**config.mk**
```make
export PLATFORM = sky130hd
export DESIGN_NAME = fetch
export DESIGN_NICKNAME = d
export VERILOG_FILES = /design/src/rtl/fetch.sv
export SDC_FILE = /design/constraint.sdc
export NUM_CORES = 1
export LEC_CHECK = 0
export CORE_UTILIZATION = 40
export DETAILED_ROUTE_END_ITERATION = 10
export HOLD_SLACK_MARGIN = 0.03
export PLACE_DENSITY = 0.68
export SKIP_LAST_GASP = 1
export SYNTH_ARGS = -nofsm -noshare
export SYNTH_HDL_FRONTEND = slang
export SYNTH_SLANG_ARGS = --single-unit
```
**constraint.sdc**
```tcl
create_clock -name clk -period 11.6 [get_ports clk]
set_input_delay 3.48 -clock clk [delete_from_list [all_inputs] [get_ports clk]]
set_output_delay 3.48 -clock clk [all_outputs]
set_load 0.01 [all_outputs]
```
**src/rtl/fetch.sv**
```systemverilog
// Instruction fetch front end: PC sequencing, one-cycle-latency imem requests and a small FIFO to decode.
// Optional perf counters (fetch_count, stall_count) are built only when FETCH_PERF_CNT_EN is defined.
module fetch #(
  parameter logic [31:0] RESET_PC  = 32'h0000_0000,
  parameter int          BUF_DEPTH = 2
) (
  input  logic        clk,
  input  logic        rstn,
  output logic        imem_en,
  output logic [31:0] imem_addr,
  input  logic [31:0] imem_data,
  input  logic        redirect,
  input  logic [31:0] redirect_pc,
  output logic        out_valid,
  input  logic        out_ready,
  output logic [31:0] pc_out,
  output logic [31:0] command,
  output logic [31:0] fetch_count,
  output logic [31:0] stall_count
);

  localparam int PW = $clog2(BUF_DEPTH);
  localparam int CW = PW + 1;
  localparam int OW = CW + 1;

  logic [31:0]   pc_buf  [BUF_DEPTH];
  logic [31:0]   cmd_buf [BUF_DEPTH];
  logic [PW-1:0] wr_ptr;
  logic [PW-1:0] rd_ptr;
  logic [CW-1:0] count;
  logic          inflight;
  logic [31:0]   inflight_pc;
  logic [31:0]   fetch_pc;
  logic [31:0]   last_pc;
  logic [31:0]   last_cmd;
  logic          pop;
  logic          push;
  logic          issue;
  logic [OW-1:0] occupancy;

  // Occupancy counts slots already promised: buffered entries plus the response still in flight.
  always_comb begin
    out_valid = rstn && (count != '0) && !redirect;
    pop       = out_valid && out_ready;
    push      = rstn && inflight && !redirect;
    occupancy = OW'(count) + OW'(inflight) - OW'(pop);
    issue     = rstn && (redirect || (occupancy < OW'(BUF_DEPTH)));
    imem_en   = issue;
    imem_addr = redirect ? redirect_pc : fetch_pc;
    pc_out    = 32'h0;
    command   = 32'h0;
    if (rstn) begin
      pc_out  = (count != '0) ? pc_buf[rd_ptr]  : last_pc;
      command = (count != '0) ? cmd_buf[rd_ptr] : last_cmd;
    end
  end

  always_ff @(posedge clk) begin
    if (!rstn) begin
      fetch_pc    <= RESET_PC;
      count       <= '0;
      wr_ptr      <= '0;
      rd_ptr      <= '0;
      inflight    <= 1'b0;
      inflight_pc <= 32'h0;
      last_pc     <= 32'h0;
      last_cmd    <= 32'h0;
    end else begin
      last_pc  <= pc_out;
      last_cmd <= command;
      inflight <= issue;
      if (issue) begin
        inflight_pc <= imem_addr;
        fetch_pc    <= imem_addr + 32'd4;
      end
      if (redirect) begin
        count  <= '0;
        wr_ptr <= '0;
        rd_ptr <= '0;
      end else begin
        if (push) wr_ptr <= wr_ptr + PW'(1);
        if (pop)  rd_ptr <= rd_ptr + PW'(1);
        count <= count + CW'(push) - CW'(pop);
      end
    end
  end

  always_ff @(posedge clk) begin
    if (push) begin
      pc_buf[wr_ptr]  <= inflight_pc;
      cmd_buf[wr_ptr] <= imem_data;
    end
  end

`ifdef FETCH_PERF_CNT_EN
  logic [31:0] fetch_cnt_q;
  logic [31:0] stall_cnt_q;

  always_ff @(posedge clk) begin
    if (!rstn) begin
      fetch_cnt_q <= 32'h0;
      stall_cnt_q <= 32'h0;
    end else begin
      if (pop)                     fetch_cnt_q <= fetch_cnt_q + 32'd1;
      if (out_valid && !out_ready) stall_cnt_q <= stall_cnt_q + 32'd1;
    end
  end

  assign fetch_count = fetch_cnt_q;
  assign stall_count = stall_cnt_q;
`else
  assign fetch_count = 32'h0;
  assign stall_count = 32'h0;
`endif

endmodule

```
==> metrics.csv, run 1 <==
metric;value;unit
drt total wl;25.4;mm
Sequential Area;6490;sq um
Crit path max-delay family;buffers and inverters;
most common cell in the netlist;a211oi_1;
period utilisation layout;87.3;%
core footprint;28100;sq um
TritonCTS clock tree;yes;
max-cap viol count;0;
Max Root-Sink Buffers;3;
clk_skew;0.0126;ns
Critical Path RT;8.12;ns
share of the synthesized area in the top cell type;33.2;%
post_cts resized;0;
Die H;172;um
DR iter-0 viols;548;
GPL Wtd Cong;0.848;
min Tclk post-route;10.13;ns
Peak VDD IR;105;uV
CP bufs+invs;4;
Routed wire per std cell;16.3;um
Die W;172;um
Max Slew Vio Count;0;
dpl hpwl;16.4;mm
drc violations;0;
#FFs+latches synth;260;
largest net degree at the start of global routing;116;
CTS Root Cell;clkbuf_16;
top_reg_cell synth;dfxtp_1;
Syn Inst Count;1030;
Final #Nets;1230;
RSZ-0062 raised after global routing;false;
outcome;completed;
Worst Path Max Fanout;25;
Async SR Flop Fraction;0;%
CTS H-tree depth;1;
clk_lat worst skew;0.53;ns
fmax;0.0987;GHz
GR Overflow Total;0;
Ant. Diodes;0;
CP Launch Type;input port;
Critical Path End Type;output port;
first-pass GRT wire length;40.7;mm
via count;8084;
Design Power;2.17;mW
Clock transition at path regs;0.06;ns
# hold bufs at CTS;0;
Final TNS setup;0;ns
number of global-route vias before repair;7739;
Power Dens Cells;154;nW/um^2
Initial Utilization;41.2;%
GRT Util Overall;17.4;%
clk sink count;260;
IO Count;230;
Worst path max stage delay;0.56;ns
critical-path cell list;clkdlybuf4s50_1 > inv_4 > nor2_1 > and3_1 > ha_1 > nor2b_1 > fa_1 > xor2_1 > a21oi_2 > clkinv_1 > clkdlybuf4s50_1;
multi-input logic area;4390;sq um
Post-CTS Setup Bufs;0;
Hold Crit Class;reg -> reg;
DRT Pass-1 Iters;5;
DRT antenna net count;0;
Netlist cell types;56;
initial antenna violation count;0;
Seq/Total Area, Yosys;56.1;%
Cell Rows;61;
Max-slew headroom;18.3;%
I/O Buffers;165;
Crit path arrival time;6.65;ns
die area;29600;sq um
mean number of vias per cell;5.19;
Synth area leaders;edfxtp_1 33%, dfxtp_1 23%, a211oi_1 10%;
Final Hold Viols;0;
Synth top cells by count;154 x a211oi_1, 132 x dfxtp_1, 128 x edfxtp_1;
crit path kind;in -> out;
share of layout cells above drive strength 1;7.80;%
cts bufs inserted;28;
filler cell count;2540;
EDFF count, synth;128;
Final setup viols;0;
leakage power;4.94;nW
total number of yosys warnings;0;
area grow syn2layout;22.3;%
critical path's slowest cell;clkdlybuf4s50_1;
cell taking the most area after synthesis;edfxtp_1;
Syn Std Cell Area;11600;sq um
syn_area_per_cell;11.2;sq um
Slew @ Worst Pin;1.22;ns
crit-path most repeated cell;clkdlybuf4s50_1;
-- through the flow --
stage	hold slack [ns]	area (sq um)	std cells	worst slack, ns	utilization, %
detailed placement	0.438	13200	1505	1.49	47.0
global placement	0.432	13200	1505	1.53	47.0
CTS	0.455	14100	1557	1.47	50.3
global route	0.461	14100	1557	1.21	50.3
finish	0.453	14100	1557	1.47	50.3
floorplan	0.420	11800	1093	2.36	-
-- area by class of cell --
cell class              instances  area share [%]
multi-input cells             661            31.1
clock inverters                16            1.13
well taps                     378            3.34
flip-flops and latches        260            45.9
repair buffers                175            12.2
clock buffers                  36            5.53
inverters                      31           0.841
-- final timing paths --
path	start	endpoint	slack (ns)	cells past startpoint
hold reg to reg	inflight_pc[18]	pc_buf[1][18]	0.45	0
setup reg to reg	count[1]	fetch_pc[26]	8.22	11
setup / recovery	rstn	imem_en	1.47	11
hold / removal	inflight_pc[18]	pc_buf[1][18]	0.45	0
-- cells by family (layout without fill, tap and decap cells) --
| family | Yosys count | count (layout) | share of synthesized area [%] |
|---|---|---|---|
| AO/OA/AOI/OAI | 211 | 211 | 13.7 |
| XOR/XNOR | 13 | 13 | 0.985 |
| adder cells (fa/ha/maj) | 5 | 5 | 0.606 |
| buffers and inverters | 172 | 258 | 8.14 |
| flip-flops | 260 | 260 | 56.1 |
| multiplexers | 97 | 97 | 8.52 |
| other | 1 | 64 | 0.0324 |
| AND/OR/NAND/NOR | 271 | 271 | 11.9 |
-- report_power, final --
group          internal [mW]  switching, mW  leakage, nW
clock network          0.541          0.352        0.471
registers               1.01         0.0273         2.26
logic                  0.106          0.134         2.21
-- cells in the final DEF, fill, tap and decap left out, drive strengths merged, types with 2 or more instances in the layout --
cell / Yosys / routed
o21ai: 6 / 6
xor2: 2 / 2
a31oi: 9 / 9
nand4: 27 / 27
clkbuf: 49 / 36
clkdlybuf4s50: 0 / 164
clkinv: 2 / 13
ha: 4 / 4
xnor2: 11 / 11
nand4b: 6 / 6
o22ai: 4 / 4
dfxtp: 132 / 132
a211oi: 154 / 154
conb: 1 / 64
o211ai: 8 / 8
o311ai: 4 / 4
or4: 4 / 4
nor2: 118 / 118
and2: 5 / 5
mux2: 11 / 11
and3: 7 / 7
buf: 92 / 11
edfxtp: 128 / 128
mux2i: 86 / 86
nor2b: 4 / 4
nand3: 35 / 35
a22oi: 7 / 7
nor3: 10 / 10
nand2: 37 / 37
a21oi: 13 / 13
nor4: 6 / 6
bufinv: 0 / 3
nand3b: 8 / 8
inv: 29 / 30
-- registers in the layout, indices dropped and copies added (netlist names), named ones only --
signal       count
cmd_buf         64
pc_buf          64
inflight_pc     32
last_cmd        32
last_pc         32
fetch_pc        30
count            2
inflight         1
rd_ptr           1
wr_ptr           1
-- layer usage --
layer	routed length, um	part of all wire (%)	global-route usage (%)	vias to the layer above
met5	0	0	0	-
met4	490	1.9	4.27	0
met3	1480	5.8	2.82	41
met2	11500	45	27.9	234
met1	11900	47	24.4	3816
li1	-	-	-	3993
Power figures use the tool's default switching activity.
==> run 2, diff against run 1 <==
Settings changed: CTS_CLUSTER_SIZE set to 40.
==> results of run 2 <==
Final layout, timing and power as in run 1 (identical DEF).
